$ cat src/rtl/aes_pkg.sv
// Shared AES datapath widths and the 128-bit state type.
package aes_pkg;
  localparam int AES_STATE_W = 128;
  localparam int AES_COL_W   = 32;
  localparam int AES_COLS    = 4;

  typedef logic [AES_STATE_W-1:0] state_t;
endpackage

$ cat src/rtl/col_word_packer.sv
// Packs WORDS column words into one AES state; word k lands at out_state[WORD_W*k +: WORD_W].
// Valid/ready on both sides, one word per cycle without bubbles.
module col_word_packer
  import aes_pkg::*;
#(
  parameter int WORD_W = AES_COL_W,
  parameter int WORDS  = AES_COLS
) (
  input  logic              clk,
  input  logic              rst_n,
  input  logic              flush,
  input  logic              in_valid,
  output logic              in_ready,
  input  logic [WORD_W-1:0] in_word,
  output logic              out_valid,
  input  logic              out_ready,
  output state_t            out_state
);

  localparam int CNT_W  = (WORDS > 1) ? $clog2(WORDS) : 1;
  localparam int PART_W = WORD_W * (WORDS - 1);
  localparam logic [CNT_W-1:0] LAST = CNT_W'(WORDS - 1);

  if (WORD_W * WORDS != AES_STATE_W) begin : g_bad_width
    $error("col_word_packer: WORD_W*WORDS must equal AES_STATE_W");
  end

  logic [CNT_W-1:0]  cnt_q, cnt_d;
  logic [PART_W-1:0] part_q, part_d;
  logic              out_valid_q, out_valid_d;
  state_t            out_state_q, out_state_d;

  logic accept, last, fin, consume;

  always_comb begin
    last     = (cnt_q == LAST);
    // Only the final word can be blocked, and only by a held, unconsumed state.
    in_ready = !flush && (!last || !out_valid_q || out_ready);
    accept   = in_valid && in_ready;
    fin      = accept && last;
    consume  = out_valid_q && out_ready;

    cnt_d       = cnt_q;
    part_d      = part_q;
    out_valid_d = out_valid_q;
    out_state_d = out_state_q;

    if (consume) begin
      out_valid_d = 1'b0;
    end

    if (flush) begin
      cnt_d  = '0;
      part_d = '0;
    end else if (fin) begin
      cnt_d       = '0;
      part_d      = '0;
      out_state_d = state_t'({in_word, part_q});
      out_valid_d = 1'b1;
    end else if (accept) begin
      cnt_d = cnt_q + CNT_W'(1);
      for (int i = 0; i < WORDS - 1; i++) begin
        if (cnt_q == CNT_W'(i)) begin
          part_d[i*WORD_W +: WORD_W] = in_word;
        end
      end
    end
  end

  always_ff @(posedge clk or negedge rst_n) begin
    if (!rst_n) begin
      cnt_q       <= '0;
      part_q      <= '0;
      out_valid_q <= 1'b0;
      out_state_q <= '0;
    end else begin
      cnt_q       <= cnt_d;
      part_q      <= part_d;
      out_valid_q <= out_valid_d;
      out_state_q <= out_state_d;
    end
  end

  assign out_valid = out_valid_q;
  assign out_state = out_state_q;

endmodule

$ cat config.mk
export PLATFORM = sky130hd
export DESIGN_NAME = col_word_packer
export DESIGN_NICKNAME = d
export VERILOG_FILES = /design/src/rtl/aes_pkg.sv /design/src/rtl/col_word_packer.sv
export SDC_FILE = /design/constraint.sdc
export NUM_CORES = 1
export LEC_CHECK = 0
export BUFFER_PORTS_ARGS = -buffer_cell sky130_fd_sc_hd__buf_2
export CORE_UTILIZATION = 54
export DETAILED_ROUTE_END_ITERATION = 12
export PLACE_DENSITY = 0.78
export SLEW_MARGIN = 20
export SYNTH_ARGS = -nofsm -noshare
export SYNTH_HDL_FRONTEND = slang
export SYNTH_SLANG_ARGS = --single-unit
export TNS_END_PERCENT = 100
$ cat constraint.sdc
create_clock -name clk -period 2.1 [get_ports clk]
set_clock_uncertainty 0.1 [all_clocks]
set_input_delay 0.21 -clock clk [delete_from_list [all_inputs] [get_ports clk]]
set_output_delay 0.21 -clock clk [all_outputs]
set_load 0.005 [all_outputs]
==> flow_summary.ini, run 1 <==
[critical_path]
start_kind = flop
critPathLaunch = cnt_q[0]$_DFFE_PN0P_
critical_path_arrival_ns = 2.29
critPathTopFamily = buffers and inverters
timing.setup.critical_path_class = reg2reg
critPathBufInv = 3
crit_slowest_cell = sky130_fd_sc_hd__dfrtp_1
timing.critical_path.slowest_cell_delay_ns = 0.41
critPathMaxFanout = 24
required_ns = 2.37
regToRegStartpoint = cnt_q[0]$_DFFE_PN0P_
path_cells = ha_2, nand2_1, nor3_4, buf_4, buf_4, buf_12, mux2_2
worstSetupEndpointType = flop
worst_path_most_repeated_cell = sky130_fd_sc_hd__buf_4

[sta]
fin_tns_setup_ns = 0
timing_hold_violations_final = 0
rsz_0062_raised_after_global_routing = no
period_share_pct = 96.3
timing.final.max_slew_violations = 0
fin_hold_ws_ns = 0.0829
setup_slack_after_layout_ns = 0.0780
period_minus_slack_ns = 2.02
setup-violations-final = 0
maxClockFrequency_mhz = 495
max_slew.worst_pin.slew_ns = 0.493
max_slew_headroom_at_the_worst_pin_pct = 67.2

[yosys]
post_synth_and_or_nand_nor_area_fraction_pct = 0.984
synth.distinct_cells = 20
synth_compound_area_share_pct = 10.6
synth_area_mm2 = 0.00839
synthDominantCellAreaShare_pct = 67.7
synth_top_family_by_area = multiplexers
synth-seq-area-share_pct = 67.7
syn_inst = 515
netlist_top_cells_count = 227 x sky130_fd_sc_hd__dfrtp_1, 129 x sky130_fd_sc_hd__mux2_2, 96 x sky130_fd_sc_hd__a22o_1, 21 x sky130_fd_sc_hd__buf_4, 12 x sky130_fd_sc_hd__buf_2
ys.flop_type = sky130_fd_sc_hd__dfrtp_1
yosys.cell_count.top_type = sky130_fd_sc_hd__dfrtp_1
synth_top_cells_by_area = sky130_fd_sc_hd__dfrtp_1 68%, sky130_fd_sc_hd__mux2_2 17%, sky130_fd_sc_hd__a22o_1 10%
multiplexer_share_of_the_synthesized_area_pct = 17.3
yosys_warnings = 0
postSynthNetCount = 556
synth.avg_cell_area_um2 = 16.3
post_synth_fa_ha_maj_area_fraction_pct = 0.596
synth_top_cell_by_area = sky130_fd_sc_hd__dfrtp_1
synth-xor-area-share_pct = 0
synth_edf_count = 0
synth-seq-cells = 227
synth_async_sr_flop_share_pct = 100

[power]
static-leakage-power_uw = 0.00569
clkPwrFrac_pct = 38.5
power.net_switching_uw = 2100
power.share.sequential_pct = 51.8
ir_drop_mv = 0.588
p_sw_share_pct = 22.7
p_int_uw = 7180
combPwrFrac_pct = 9.7
power.density_cell_area_mw_per_mm2 = 873

[hold_path]
min_path_type = in2reg
hold_start = flush

[final_layout]
area_growth_pct = 26.8
ff_latch_area_mm2 = 0.00568
multi_input_comb_area_mm2 = 0.00252
layout.cells.non_filler = 935
insertedDiodeCount = 0
filler_cell_count = 1037
layout.nets = 774
drive_above_1_share_pct = 47.9

[floorplanning]
initial_core_utilization_pct = 55.2
die_h_um = 127
rows = 45
fp.dieArea_mm2 = 0.0160
core_area_mm2 = 0.0152
die_width_um = 127
io_pins = 167

[drt]
routed_via_density = 5.71
detailed_route_via_count = 5342
detail-route-antenna-nets = 0
detail_route.wirelength.met1_mm = 7.93
dr.pass1.iters = 4
routed-wl-met2_mm = 9.35
met3_length_mm = 1.07
drt_iter0_markers = 214
top_signal_layer_used = met5
detail_route.wl_per_cell_um = 20.1
detailed_route_drc_error_count = 0
route.final.wire_length_mm = 18.8

[placement]
io_buffers = 166
gp_routability_congestion = 0.782
dp_worst_setup_slack_ns = 0.0961
detailed_placement_hpwl_mm = 12.1
dp.cells = 859

[clocking]
cts_max_path_buffers = 3
htree_num_levels = 1
clock_tree_from_tritoncts = yes
cts_sink_count = 227
clk-insertion-delay-late_ns = 0.49
clock_tree.root_cell = sky130_fd_sc_hd__clkbuf_16
cts.reportedPaths.clkPinSlew_ns = 0.06
cts_made_buffers = 23

[outcome]
run_status = completed

[global_route]
grt_pass1_vias = 5715
global_route.overflow_total = 0
globalRouteTotalUtil_pct = 24.3
grt_max_degree = 62
grt_pass1_wl_mm = 30.6
antenna_found_initial = 1

[job]
drv_cap = 0
## final cells by class
class / count / area share [%]
Clock buffer: 36 / 5.96
Tap cell: 188 / 2.21
Timing Repair Buffer: 229 / 14.5
Sequential cell: 227 / 53.4
Inverter: 2 / 0.0705
Multi-Input combinational cell: 250 / 23.7
Clock inverter: 3 / 0.141
## power by group through the flow
stage	Clock (uW)	Sequential [uW]	Combinational, uW
2_1_floorplan	0	4880	352
3_3_place_gp	0	4860	834
3_5_place_dp	0	4880	861
4_1_cts	3660	4810	914
5_1_grt	3840	4840	991
6_report	3580	4810	905
## timing repair
item	4_1_cts	5_1_grt
hold endpoints to repair	308	0
setup buffers	0	2
gates resized for setup	0	3
hold buffers	34	0
setup endpoints to repair	0	41
## registers in the layout (all words and copies together), names as in the netlist
name,cells
out_state,128
part_q,96
cnt_q,2
out_valid,1
## per-stage QoR
step                total power (uW)  area (um^2)  util, %
global placement                5700         9610     63.2
CTS                             9380        10600     69.7
global route                    9670        10600     70.0
floorplan                       5230         8390        -
finish                          9290        10600     70.0
detailed placement              5740         9610     63.2
## cell usage in the layout, fill, tap and decap left out, types with 2 or more instances in the layout
master | netlist | routed
sky130_fd_sc_hd__a21oi_4 | 0 | 3
sky130_fd_sc_hd__a22o_1 | 96 | 96
sky130_fd_sc_hd__and2_1 | 4 | 4
sky130_fd_sc_hd__buf_12 | 0 | 10
sky130_fd_sc_hd__buf_2 | 12 | 165
sky130_fd_sc_hd__buf_4 | 21 | 17
sky130_fd_sc_hd__clkbuf_1 | 3 | 12
sky130_fd_sc_hd__clkbuf_16 | 0 | 24
sky130_fd_sc_hd__clkinv_2 | 0 | 3
sky130_fd_sc_hd__dfrtp_1 | 227 | 227
sky130_fd_sc_hd__dlygate4sd3_1 | 0 | 34
sky130_fd_sc_hd__ha_1 | 4 | 3
sky130_fd_sc_hd__inv_1 | 2 | 2
sky130_fd_sc_hd__mux2_2 | 129 | 129
sky130_fd_sc_hd__nor2_1 | 2 | 2
sky130_fd_sc_hd__o21a_1 | 3 | 3
## worst paths after layout
path	to	slack [ns]	cells past startpoint
setup / recovery	out_state[86]$_DFFE_PN0P_	0.08	7
hold / removal	cnt_q[1]$_DFFE_PN0P_	0.08	2
setup reg to reg	out_state[86]$_DFFE_PN0P_	0.08	7
hold reg to reg	out_state[38]$_DFFE_PN0P_	0.40	1
max in group asynchronous	part_q[66]$_DFFE_PN0P_	1.09	3
min in group asynchronous	part_q[87]$_DFFE_PN0P_	0.14	2
## kinds of logic after synthesis
kind of cell | Yosys count
flip-flops | 227
multiplexers | 129
AO/OA/AOI/OAI | 104
buffers and inverters | 38
AND/OR/NAND/NOR | 13
adder cells (fa/ha/maj) | 4
## metal layers
| layer | track usage, % | vias up |
|---|---|---|
| met3 | 5.19 | 35 |
| met1 | 32.6 | 2809 |
| li1 | - | 2331 |
| met2 | 40.6 | 165 |
| met5 | 0 | - |
| met4 | 6.72 | 2 |
(Power assumes the default switching activity.)
==> run 2: changes to the inputs <==
--- a/config.mk
+++ b/config.mk
@@ -5,10 +5,10 @@
 export SDC_FILE = /design/constraint.sdc
 export NUM_CORES = 1
 export LEC_CHECK = 0
-export BUFFER_PORTS_ARGS = -buffer_cell sky130_fd_sc_hd__buf_2
-export CORE_UTILIZATION = 54
+export CORE_UTILIZATION = 60
 export DETAILED_ROUTE_END_ITERATION = 12
-export PLACE_DENSITY = 0.78
+export DONT_BUFFER_PORTS = 1
+export PLACE_DENSITY = 0.76
 export SLEW_MARGIN = 20
 export SYNTH_ARGS = -nofsm -noshare
 export SYNTH_HDL_FRONTEND = slang
==> constraint.sdc (replaced) <==
create_clock -name clk -period 2.09 [get_ports clk]
set_clock_uncertainty 0.1 [all_clocks]
set_input_delay 0.209 -clock clk [delete_from_list [all_inputs] [get_ports clk]]
set_output_delay 0.209 -clock clk [all_outputs]
set_load 0.005 [all_outputs]
==> run 2 against run 1 <==
The run now ends with hold timing left; setup slack improved by 0.047 ns; die area shrank 9.8%; core utilization is 2.6 points higher; sequential power up 2%.
==> flow_summary.ini, run 2 (same netlist as run 1, synthesis figures left out) <==
[hold_path]
min_path_type = in2async

[sta]
max_slew_headroom_at_the_worst_pin_pct = 75.9
fin_hold_ws_ns = -0.683
timing.final.max_slew_violations = 0
timing_hold_violations_final = 227
rsz_0062_raised_after_global_routing = no
period_share_pct = 94.0
max_slew.worst_pin.slew_ns = 0.361
setup-violations-final = 0
fin_tns_setup_ns = 0
period_minus_slack_ns = 1.96
maxClockFrequency_mhz = 509

[clocking]
cts_sink_count = 227
cts_made_buffers = 22
clk-insertion-delay-late_ns = 0.49
cts_max_path_buffers = 3
cts.reportedPaths.clkPinSlew_ns = 0.06
clock_tree.root_cell = sky130_fd_sc_hd__clkbuf_16
htree_num_levels = 1
cts-hold-fix-buffers = 34
clock_tree_from_tritoncts = yes

[global_route]
global_route.overflow_total = 0
antenna_found_initial = 1
globalRouteTotalUtil_pct = 25.1
grt_max_degree = 228
grt_pass1_wl_mm = 28.2
grt_pass1_vias = 4988

[placement]
dp.cells = 673
io_buffers = 0
detailed_placement_hpwl_mm = 10.5
gp_routability_congestion = 0.761

[critical_path]
timing.critical_path.slowest_cell_delay_ns = 0.45
critical_path_arrival_ns = 2.23
critPathTopFamily = flip-flops
crit_slowest_cell = sky130_fd_sc_hd__dfrtp_1
rrSetupSlack_ns = 0.13
required_ns = 2.36
critPathBufInv = 2
path_cells = ha_4, nand2_1, nor3_4, buf_12, buf_12, mux2_2
critPathMaxFanout = 31
worst_path_most_repeated_cell = sky130_fd_sc_hd__buf_12
timing.setup.critical_path_class = reg2reg
worstSetupEndpointType = flop
start_kind = flop

[drt]
route.final.wire_length_mm = 17.5
drt_iter0_markers = 301
detail-route-antenna-nets = 0
detailed_route_drc_error_count = 0
dr.pass1.iters = 4
detailed_route_via_count = 4692
detail_route.wl_per_cell_um = 23.4
routed_via_density = 6.27

[final_layout]
layout.nets = 601
most-common-layout-cells = 227 x sky130_fd_sc_hd__dfrtp_1, 129 x sky130_fd_sc_hd__mux2_2, 96 x sky130_fd_sc_hd__a22o_1
insertedDiodeCount = 0
layout_commonest_cell = sky130_fd_sc_hd__dfrtp_1
layout.cells.non_filler = 748
area_growth_pct = 16.4
drive_above_1_share_pct = 33.6
largest_register_ff_count = 128

[floorplanning]
core_area_mm2 = 0.0135
initial_core_utilization_pct = 62.4
rows = 42
io_pins = 167
die_h_um = 120
die_width_um = 120
fp.dieArea_mm2 = 0.0145

[outcome]
failed_checks = hold timing
run_status = finished, violations left

[job]
drv_cap = 0

[power]
ir_drop_mv = 0.752
power.density_cell_area_mw_per_mm2 = 940
static-leakage-power_uw = 0.00482
[run 2: cell count changes in the layout (fill, tap and decap cells not counted), sizes merged]
cell	delta
buf	-172
clkbuf	-7
clkinv	+3
a21oi	+1
[run 2: cell type report]
| class | count | area [um^2] |
|---|---|---|
| tap | 176 | 220 |
| clock buffer | 30 | 652 |
| timing repair buffer | 56 | 634 |
| fill | 867 | 3680 |
| inverter | 2 | 7.51 |
| clock inverter | 6 | 30.0 |
| multi-input combinational | 251 | 2540 |
| sequential | 227 | 5680 |
[run 2: timing repair]
item	in CTS	in global routing
setup buffers	0	4
setup endpoints to repair	32	117
cloned	1	0
endpoints found under the hold margin	357	227
pin swaps	1	2
gates resized for setup	1	3
[run 2: layer usage]
layer,vias to the layer above,global-route usage [%],part of all wire [%]
met3,23,6.27,7.5
met2,168,40.8,50
met1,2506,34.1,42
met5,-,0,0.074
met4,2,6.48,1.1
li1,1993,-,-
[run 2: power breakdown]
group	internal, uW	switching, uW
Sequential	4680	215
Combinational	314	245
Clock	2160	1560
Total	7160	2020
[run 2: worst paths after layout]
path / start / endpoint / cells after the start
max: cnt_q[0]$_DFFE_PN0P_ / out_state[90]$_DFFE_PN0P_ / 6
min: rst_n / out_state[111]$_DFFE_PN0P_ / 0
max reg2reg: cnt_q[0]$_DFFE_PN0P_ / out_state[90]$_DFFE_PN0P_ / 6
min reg2reg: part_q[93]$_DFFE_PN0P_ / part_q[93]$_DFFE_PN0P_ / 1
max in group asynchronous: rst_n / part_q[30]$_DFFE_PN0P_ / 0
min in group clk: out_ready / out_valid$_DFF_PN0_ / 2
[run 2: metrics by stage]
stage	utilization, %	power [uW]	instance area, um^2	worst slack (ns)
2_1_floorplan	-	5250	8390	0.312
3_3_place_gp	64.5	5380	8670	-0.0491
3_5_place_dp	64.5	5420	8670	-0.139
4_1_cts	72.2	9230	9710	0.0124
5_1_grt	72.6	9490	9770	0.0210
6_report	72.6	9180	9770	0.125
==> run 3: changes to the inputs <==
==> constraint.sdc (replaced) <==
create_clock -name clk -period 2.55 [get_ports clk]
set_clock_uncertainty 0.1 [all_clocks]
set_input_delay 0.255 -clock clk [delete_from_list [all_inputs] [get_ports clk]]
set_output_delay 0.255 -clock clk [all_outputs]
set_load 0.005 [all_outputs]
==> run 3 against run 2 <==
The run still ends with hold timing left; first-iteration DRC count grew 0.66%; sequential power shrank 18%; global-route usage is essentially flat; clock power shrank 2%; setup slack gained 0.16 ns; cell count shrank 0.53%; worst hold slack gained 0.047 ns; critical path type unchanged; largest cell class unchanged; largest power group unchanged; highest routed layer is now met4.
==> flow_summary.ini, run 3 (same netlist as run 1, synthesis figures left out) <==
[drt]
route.final.wire_length_mm = 17.7
detail-route-antenna-nets = 0
routed_via_density = 6.16
drt_iter0_markers = 303
dr.pass1.iters = 4
detailed_route_via_count = 4586
detailed_route_drc_error_count = 0
detail_route.wl_per_cell_um = 23.8

[final_layout]
fin_util_pct = 72.4
area_growth_pct = 16.1
layout.nets = 593
largest_register_ff_count = 128
layout_commonest_cell = sky130_fd_sc_hd__dfrtp_1
multi_input_comb_area_mm2 = 0.00252
insertedDiodeCount = 0
most-common-layout-cells = 227 x sky130_fd_sc_hd__dfrtp_1, 129 x sky130_fd_sc_hd__mux2_2, 96 x sky130_fd_sc_hd__a22o_1
ff_latch_area_mm2 = 0.00568
filler_cell_count = 860
drive_above_1_share_pct = 33.1

[sta]
timing_hold_violations_final = 227
rsz_0062_raised_after_global_routing = no
period_minus_slack_ns = 2.27
setup_slack_after_layout_ns = 0.281
fin_hold_ws_ns = -0.636
fin_tns_setup_ns = 0
max_slew.worst_pin.slew_ns = 0.506
max_slew_headroom_at_the_worst_pin_pct = 66.3
maxClockFrequency_mhz = 441
setup-violations-final = 0
timing.final.max_slew_violations = 0
period_share_pct = 89.0

[clocking]
clock_tree.root_cell = sky130_fd_sc_hd__clkbuf_16
post-cts-setup-buffers = 0
cts_max_path_buffers = 3
htree_num_levels = 1
cts_sink_count = 227
cts.repair.resized = 0
clock_tree_from_tritoncts = yes
clk-insertion-delay-late_ns = 0.48
cts_made_buffers = 22
cts-hold-fix-buffers = 35
cts.reportedPaths.clkPinSlew_ns = 0.06

[placement]
io_buffers = 0
gp_routability_congestion = 0.764
dp_worst_setup_slack_ns = 0.431
detailed_placement_hpwl_mm = 10.5

[global_route]
globalRouteTotalUtil_pct = 25.1
antenna_found_initial = 0
grt_max_degree = 228
grt_pass1_vias = 4807
global_route.overflow_total = 0
grt_pass1_wl_mm = 28.0

[critical_path]
timing.setup.critical_path_class = reg2reg
start_kind = flop
worstSetupEndpointType = flop
critical_path_arrival_ns = 2.59
required_ns = 2.87
critPathMaxFanout = 7

[job]
drv_cap = 0

[power]
power.density_cell_area_mw_per_mm2 = 833
report.power.total_uw = 8120
ir_drop_mv = 0.714
static-leakage-power_uw = 0.00483

[floorplanning]
die_h_um = 120
rows = 42
initial_core_utilization_pct = 62.4
io_pins = 167
core_area_mm2 = 0.0135
fp.dieArea_mm2 = 0.0145
die_width_um = 120

[outcome]
run_status = finished, violations left
failed_checks = hold timing

[hold_path]
min_path_type = in2async
-- run 3: changes by cell type in the layout (fill, tap and decap cells not counted), sizes merged --
cell | before | now
dlygate4sd3 | 34 | 35
clkinvlp | 0 | 1
clkbuf | 30 | 29
bufinv | 0 | 5
clkinv | 6 | 5
buf | 22 | 14
a21oi | 5 | 4
-- run 3: stage by stage --
step | instance area [um^2] | instances
after floorplan | 8390 | 515
after detailed placement | 8540 | 669
after CTS | 9740 | 744
final | 9740 | 744
after global routing | 9740 | 744
after global placement | 8540 | 669
-- run 3: power by group --
part	internal, uW	leakage [uW]	switching [uW]	total, uW
Clock	2330	0.000417	1340	3660
Sequential	3830	0.00312	178	4010
Combinational	239	0.00129	199	437
Total	6400	0.00483	1710	8120
-- run 3: final timing paths --
kind / startpoint / to / slack, ns / cells after the start
worst min register to register: part_q[52]$_DFFE_PN0P_ / part_q[52]$_DFFE_PN0P_ / 0.40 / 1
worst max-delay path: cnt_q[0]$_DFFE_PN0P_ / cnt_q[1]$_DFFE_PN0P_ / 0.28 / 5
max in group asynchronous: rst_n / part_q[5]$_DFFE_PN0P_ / 2.69 / 0
worst min-delay path: rst_n / out_state[79]$_DFFE_PN0P_ / -0.64 / 0
min in group clk: out_ready / out_valid$_DFF_PN0_ / 0.09 / 2
worst max register to register: cnt_q[0]$_DFFE_PN0P_ / cnt_q[1]$_DFFE_PN0P_ / 0.28 / 5
-- run 3: cell type report --
type | instances | share of cell area [%]
flip-flops and latches | 227 | 58.3
inverters | 2 | 0.0771
clock buffers | 29 | 6.76
clock inverters | 11 | 1.95
multi-input cells | 250 | 25.8
well taps | 176 | 2.26
repair buffers | 49 | 4.80
-- run 3: worst max-delay path: stages (launching register included) --
cell and delay (ns):
sky130_fd_sc_hd__dfrtp_1 0.39, sky130_fd_sc_hd__ha_1 0.30, sky130_fd_sc_hd__nand3b_1 0.33, sky130_fd_sc_hd__and2_1 0.30, sky130_fd_sc_hd__o31ai_1 0.20, sky130_fd_sc_hd__dlygate4sd3_1 0.58
-- run 3: per-layer routing --
layer  GRT usage, %  routed length (um)  vias up  share of wire, %
li1               -                   -     1964                 -
met1           33.5                7220     2454                41
met2           41.0                8860      150                50
met3           6.98                1360       18               7.7
met4           6.10                 259        0               1.5
met5              0                   0        -                 0
